File: config.mk
export PLATFORM = sky130hd
export DESIGN_NAME = memwrite_tracer
export DESIGN_NICKNAME = d
export VERILOG_FILES = /design/src/rtl/memwrite_tracer.sv
export SDC_FILE = /design/constraint.sdc
export NUM_CORES = 1
export LEC_CHECK = 0
export ABC_AREA = 1
export CAP_MARGIN = 15
export CORE_MARGIN = 4
export CORE_UTILIZATION = 31
export DETAILED_ROUTE_END_ITERATION = 16
export PLACE_DENSITY = 0.43
export SLEW_MARGIN = 40
export SYNTH_ARGS = -nofsm -noshare
export SYNTH_HDL_FRONTEND = slang
export SYNTH_SLANG_ARGS = --single-unit
File: constraint.sdc
create_clock -name clk -period 14.7 [get_ports clk]
set_input_delay 3.675 -clock clk [delete_from_list [all_inputs] [get_ports clk]]
set_output_delay 3.675 -clock clk [all_outputs]
set_load 0.005 [all_outputs]
File: src/rtl/memwrite_tracer.sv
// Store-trace capture for the single-cycle mips core: queues every committed store
// with its cycle stamp, detects the finish PC and back-pressures the core via cpu_en.
module memwrite_tracer #(
    parameter int unsigned DEPTH = 16
) (
    input  logic        clk,
    input  logic        reset,
    input  logic [31:0] pc,
    input  logic        memwrite,
    input  logic [31:0] aluout,
    input  logic [31:0] writedata,
    input  logic [31:0] pc_finished,
    output logic        cpu_en,
    output logic        trace_valid,
    input  logic        trace_ready,
    output logic [31:0] trace_cycle,
    output logic [31:0] trace_addr,
    output logic [31:0] trace_data,
    output logic [31:0] cycle_count,
    output logic [31:0] stall_count,
    output logic        halted,
    output logic        done
);

    localparam int unsigned PTR_W  = (DEPTH > 1) ? $clog2(DEPTH) : 1;
    localparam int unsigned CNT_W  = PTR_W + 1;
    localparam int unsigned WORD_W = 32;
    localparam logic [CNT_W-1:0] FULL_CNT = CNT_W'(DEPTH);
    localparam logic [CNT_W-1:0] ONE_CNT  = CNT_W'(1);

    localparam logic [1:0] RUN  = 2'd0;
    localparam logic [1:0] HALT = 2'd1;
    localparam logic [1:0] DONE = 2'd2;

    typedef struct packed {
        logic [WORD_W-1:0] cycle;
        logic [WORD_W-1:0] addr;
        logic [WORD_W-1:0] data;
    } entry_t;

    entry_t           mem [DEPTH];
    entry_t           head;
    logic [PTR_W-1:0] rd_ptr;
    logic [PTR_W-1:0] wr_ptr;
    logic [CNT_W-1:0] count;
    logic [1:0]       state;
    logic [1:0]       state_next;
    logic             fin;
    logic             pop;
    logic             full;
    logic             blocked;
    logic             push;

    assign fin         = (pc == pc_finished);
    assign trace_valid = (count != '0);
    assign pop         = trace_valid & trace_ready;
    assign full        = (count == FULL_CNT);
    assign blocked     = memwrite & full & ~pop;
    assign cpu_en      = (state == RUN) & ~fin & ~blocked;
    assign push        = memwrite & cpu_en;
    assign halted      = (state != RUN);
    assign done        = (state == DONE);

    // Show-ahead head; forced to zero while empty so reset leaves the outputs clean
    always_comb begin
        head        = mem[rd_ptr];
        trace_cycle = '0;
        trace_addr  = '0;
        trace_data  = '0;
        if (trace_valid) begin
            trace_cycle = head.cycle;
            trace_addr  = head.addr;
            trace_data  = head.data;
        end
    end

    // Next-state logic: halt on finish PC, done once the queue has drained
    always_comb begin
        state_next = state;
        case (state)
            RUN: begin
                if (fin) state_next = HALT;
            end
            HALT: begin
                if ((count == '0) || ((count == ONE_CNT) && pop)) state_next = DONE;
            end
            DONE: state_next = DONE;
            default: state_next = RUN;
        endcase
    end

    always_ff @(posedge clk or posedge reset) begin
        if (reset) begin
            state       <= RUN;
            rd_ptr      <= '0;
            wr_ptr      <= '0;
            count       <= '0;
            cycle_count <= '0;
            stall_count <= '0;
        end else begin
            state <= state_next;
            if (cpu_en) cycle_count <= cycle_count + 32'd1;
            if ((state == RUN) && !fin && blocked) stall_count <= stall_count + 32'd1;
            if (push) wr_ptr <= wr_ptr + PTR_W'(1);
            if (pop) rd_ptr <= rd_ptr + PTR_W'(1);
            case ({push, pop})
                2'b10:   count <= count + ONE_CNT;
                2'b01:   count <= count - ONE_CNT;
                default: count <= count;
            endcase
        end
    end

    // Payload storage needs no reset: entries are only visible once counted in
    always_ff @(posedge clk) begin
        if (push) mem[wr_ptr] <= {cycle_count + 32'd1, aluout, writedata};
    end

endmodule

**After elaboration in Yosys (flattened, before gate mapping)**

Memory sizes are Yosys's and may differ from the RTL's.
Index checks and enable logic that the tools add are counted.

- Bits in writable memories: 1536
- Logic and storage cells: 51
- Memories kept: 1
- Input bits: 132
- Bits in registers: 79

Memories:

| memory | words | bits a word | read ports | clocked after Yosys merged registers in | write ports | line | text |
|---|---|---|---|---|---|---|---|
| mem | 16 | 96 | 1 | 0 | 1 | 41 | `entry_t mem [DEPTH];` |

- Bitwise operators: 9
- Reductions and logical operators: 11
- Muxes and demuxes: 9
- Eq/ne operators: 9
- $add $sub $neg: 6

Operator list:

| kind | count |
|---|---|
| 32-bit 2-to-1 mux | 3 |
| 32-bit by 1-bit adder with 32-bit output, second input constant | 2 |
| 32-bit == test | 1 |
| 5-bit one-hot mux with 2 select lines | 1 |
| 4-bit by 1-bit adder with 4-bit output, second input constant | 2 |
| 1-bit AND | 6 |
| 2-bit one-hot mux with 3 select lines | 1 |
| 5-bit by 1-bit adder with 5-bit output, second input constant | 1 |
| 5-bit by 1-bit == test with 1-bit output, second input constant | 1 |
| 5-bit == test, second input constant | 1 |
| 5-bit zero test | 1 |
| 5-bit nonzero test | 1 |
| 5-bit by 1-bit subtractor with 5-bit output, second input constant | 1 |
| 2-bit by 1-bit == test with 1-bit output, second input constant | 2 |
| 2-bit == test, second input constant | 2 |
| 2-bit 2-to-1 mux | 2 |
| 2-bit != test, second input constant | 2 |
| 2-bit nonzero test | 2 |
| 1-bit logical AND | 3 |
| 1-bit NOT | 3 |
| 2-bit zero test | 1 |
| 1-bit 2-to-1 mux | 2 |
| 2-bit AND reduction | 1 |
| 1-bit zero test | 1 |
| 1-bit logical OR | 1 |

**Longest topological paths before layout**

- Depth after elaboration: 9
- Mapped depth: 19

**Least setup slack after synthesis**

OpenSTA, ideal clock, no wires.

- Path kind: input -> register
- Start point: in pc[13]
- End point: mem mem[11][0] (netlist bit) (enable)
- Buffers on the path: 1
- Data required time: 14.149 ns
- Slack: 5.599 ns
- Cell stages on the path: 11
- Arrival time: 8.549 ns
- Cell sequence: nand2_1 -> inv_1 -> nor2_1 -> nor2_1 -> and2_1 -> nand2_1 -> nor2_1 -> nand2_1 -> nand4_1 -> buf_2 -> nor2_1

- Word-level cells in the longest chain between the ends: 7

RTL lines:

| item | line | text |
|---|---|---|
| from (decl) | 8 | `input logic [31:0] pc,` |
| 32-bit == test | 54 | `assign fin = (pc == pc_finished);` |
| 1-bit NOT | 59 | `assign cpu_en = (state == RUN) & ~fin & ~blocked;` |
| 1-bit AND (2 in a row) | 59 |  |
| 1-bit AND | 60 | `assign push = memwrite & cpu_en;` |
| 1-bit 2-to-1 mux | 116 | `if (push) mem[wr_ptr] <= {cycle_count + 32'd1, aluout, writedata};` |
| 1-bit 2-to-1 mux (not written as such) | 116 |  |
| to (decl) | 41 |  |

Every way passes these cells.

**Worst setup path in the final report**

- Start point: in pc_finished[4]
- End point: out cpu_en

- Word-level cells in the longest chain between the ends: 4

RTL lines:

| item | line | text |
|---|---|---|
| from (decl) | 12 | `input logic [31:0] pc_finished,` |
| 32-bit == test | 54 |  |
| 1-bit NOT | 59 |  |
| 1-bit AND (2 in a row) | 59 |  |
| to (decl) | 13 | `output logic cpu_en,` |

Every way passes these cells.

==> flow_summary.yaml <==
critical_path:
  regToRegSetupSlack_ps: 10690
  crit_path_end_kind: "output pin"
  path_max_fanout: 40
  worstPathRequired_ps: 11020
  setup.worst_path.start: "pc_finished[4]"
  r2r_end: "mem[9][25]"
  ff2ff_path_depth: 13
  cp-start-kind: "primary input"
  crit_type: "primary input to output pin"
  crit_arrival_ps: 6370
  r2r-start: "count[1]"
power:
  seqPwrFrac_pct: 38.0
  switchingPower_uw: 5350
  p_per_area_mw_per_mm2: 193
  internal_power_uw: 9550
  p_clk_share_pct: 28.3
  power_leakage_uw: 0.0245
  swShare_pct: 35.9
  peakVddDrop_v: 0.000228
  power_frac_comb_pct: 33.7
synthesis:
  syn_inst: 4994
  synthDistinctLibCells: 32
  synth_area_sq_mm: 0.0650
  synth.avg_cell_area_sq_um: 13.0
  syn_nets: 5142
  yosysSeqAreaShare_pct: 74.0
  yosys_warnings: 0
  ys_seq_elements: 1615
min_path:
  hold_end: "cycle_count[25]"
  min_path_type: "register to register"
  worstHoldStart: "cycle_count[25]"
  min_path_cells: 2
timing:
  fin_crit_ps: 10040
  worstMarginPinSlew_ps: 896
  rsz0062_at_grt: "false"
  fmax_mhz: 99.6
  hold-worst-slack_ps: 507
  hold_viol: 0
  finalCritPeriodShare_pct: 68.3
  slew_headroom_pct: 40.3
  fin_skew_ps: 26.0
  setup_viol: 0
  fin_tns_setup_ps: 0
  finalMaxSlewViolations: 0
run:
  maxCapViolations: 0
finish:
  final_nets: 5368
  final_common_cell: "edfxtp_1"
  drive_gt1_share_pct: 7.10
  area_growth_pct: 18.5
  final_cell_mix: "1536 x edfxtp_1, 867 x nor2_1, 754 x o21ai_0"
run_status:
  status: "completed"
die:
  die-width_um: 466
  die_h_um: 466
  pin_count: 296
  core_area_sq_mm: 0.208
  initial_core_util_pct: 31.3
  fp-row-count: 167
  dieArea_sq_mm: 0.217
global_routing:
  grt_pass1_vias: 41600
  gr-usage-all-layers_pct: 17.9
  grt_max_degree: 157
  grt_pass1_wl_um: 290000
  grt-ovfl-total: 0
  antenna_found_initial: 14
clock_network:
  numClockSinks: 1615
  ctsResizeCount: 0
  cts_made_buffers: 178
  cts-root-buf: "clkbuf_16"
  clockBufferDepth: 3
  htreeDepth: 4
  clk_latency_ps: 800
  cts_tree: "built"
  cts_setup_buffers: 0
  cts.clk_slew.worst_paths_ps: 50
  hold_buffers: 0
placement:
  gp_congestion: 0.750
  placement.io_buffers: 295
  hpwl_um: 98600
detailed_routing:
  via_per_inst: 5.11
  dr.pass1.iters: 5
  antenna_left: 0
  first_iter_violations: 3027
  drc: 0
  vias: 41700
  totalWireLength_um: 199000
  routedWlPerCell_um: 24.4
[critical path: stages]
cell	delay, ps
clkdlybuf4s50_1	480
inv_1	40
nand2_1	50
nand2_1	70
clkinv_1	40
nand2_1	50
nor2_1	130
nand2_1	80
nor2_1	130
nand2_1	180
nand3_2	110
buf_4	380
inv_2	350
clkdlybuf4s50_1	550
[per-layer routing]
layer | track usage (%) | up-vias | wire, um
li1 | - | 19100 | -
met1 | 25.1 | 21400 | 92400
met2 | 29.2 | 910 | 93700
met3 | 2.77 | 268 | 8320
met4 | 4.50 | 2 | 4350
met5 | 0 | - | 20
[cell families (layout without fill, tap and decap cells)]
kind of cell,count (synthesis),count (layout),synth area share (%)
other,0,5,0
flip-flops,1615,1615,74.0
AND/OR/NAND/NOR,1406,1406,8.49
AO/OA/AOI/OAI,1399,1399,13.0
XOR/XNOR,80,80,1.08
adder cells (fa/ha/maj),16,16,0.308
buffers and inverters,478,850,3.07
[synthesized netlist by cell type]
master	n	area, sq um
a21oi_1	99	495
xor2_1	54	473
nor3_1	29	145
nand3b_4	1	20.0
inv_2	10	37.5
o221ai_1	254	2220
nand2_1	382	1430
o211ai_1	130	976
nand3_1	80	400
and2_1	4	25.0
inv_1	121	454
xnor2_1	26	228
o22ai_1	131	820
o21ai_1	28	140
clkinv_1	2	7.51
nand2_2	2	12.5
o21ai_2	3	26.3
nand3_2	1	10.0
buf_1	7	26.3
nor3b_1	2	15.0
edfxtp_1	1536	46100
buf_4	7	52.6
nor2_2	4	25.0
o21ai_0	754	3770
nor2_1	883	3310
nand4_1	17	106
buf_6	9	101
clkbuf_1	235	882
nor2_4	1	11.3
dfrtp_1	79	1980
buf_2	87	435
ha_1	16	200
[through the flow]
| stage | total power, uW | instances | utilization (%) | area (sq um) | setup WS, ps |
|---|---|---|---|---|---|
| finish | 14900 | 8159 | 37.1 | 77000 | 4660 |
| global placement | 10800 | 7806 | 34.1 | 70800 | 4620 |
| global route | 15700 | 8155 | 37.1 | 77000 | 4340 |
| floorplan | 8470 | 4994 | - | 65000 | 5600 |
| detailed placement | 10900 | 7827 | 34.4 | 71500 | 4590 |
| CTS | 15100 | 8153 | 37.0 | 76900 | 4570 |
[sequential cells by signal, indices dropped and copies added, names as in the netlist]
register,count
count,5
cycle_count,32
rd_ptr,4
mem,1536
wr_ptr,4
stall_count,32
state,2
[worst max-delay path by stage]
stage                     cells after the start          to
after floorplan                              11  mem[11][0]
after global placement                       14      cpu_en
after detailed placement                     14      cpu_en
after CTS                                    14      cpu_en
after global routing                         14      cpu_en
final                                        14      cpu_en
[final cells by class]
| class | count | area, sq um |
|---|---|---|
| fillers | 20100 | 131000 |
| flip-flops and latches | 1615 | 48100 |
| multi-input cells | 2901 | 15100 |
| clock buffers | 240 | 4780 |
| repair buffers | 391 | 4300 |
| well taps | 2788 | 3490 |
| clock inverters | 86 | 653 |
| inverters | 133 | 533 |
| diodes | 5 | 12.5 |
[power by group through the flow]
stage	clock, uW	combinational (uW)	sequential (uW)
finish	4220	5010	5660
global route	4540	5510	5690
CTS	4340	5090	5680
detailed placement	0	5080	5780
global placement	0	4990	5800
floorplan	0	2750	5720
(Power assumes the default switching activity.)
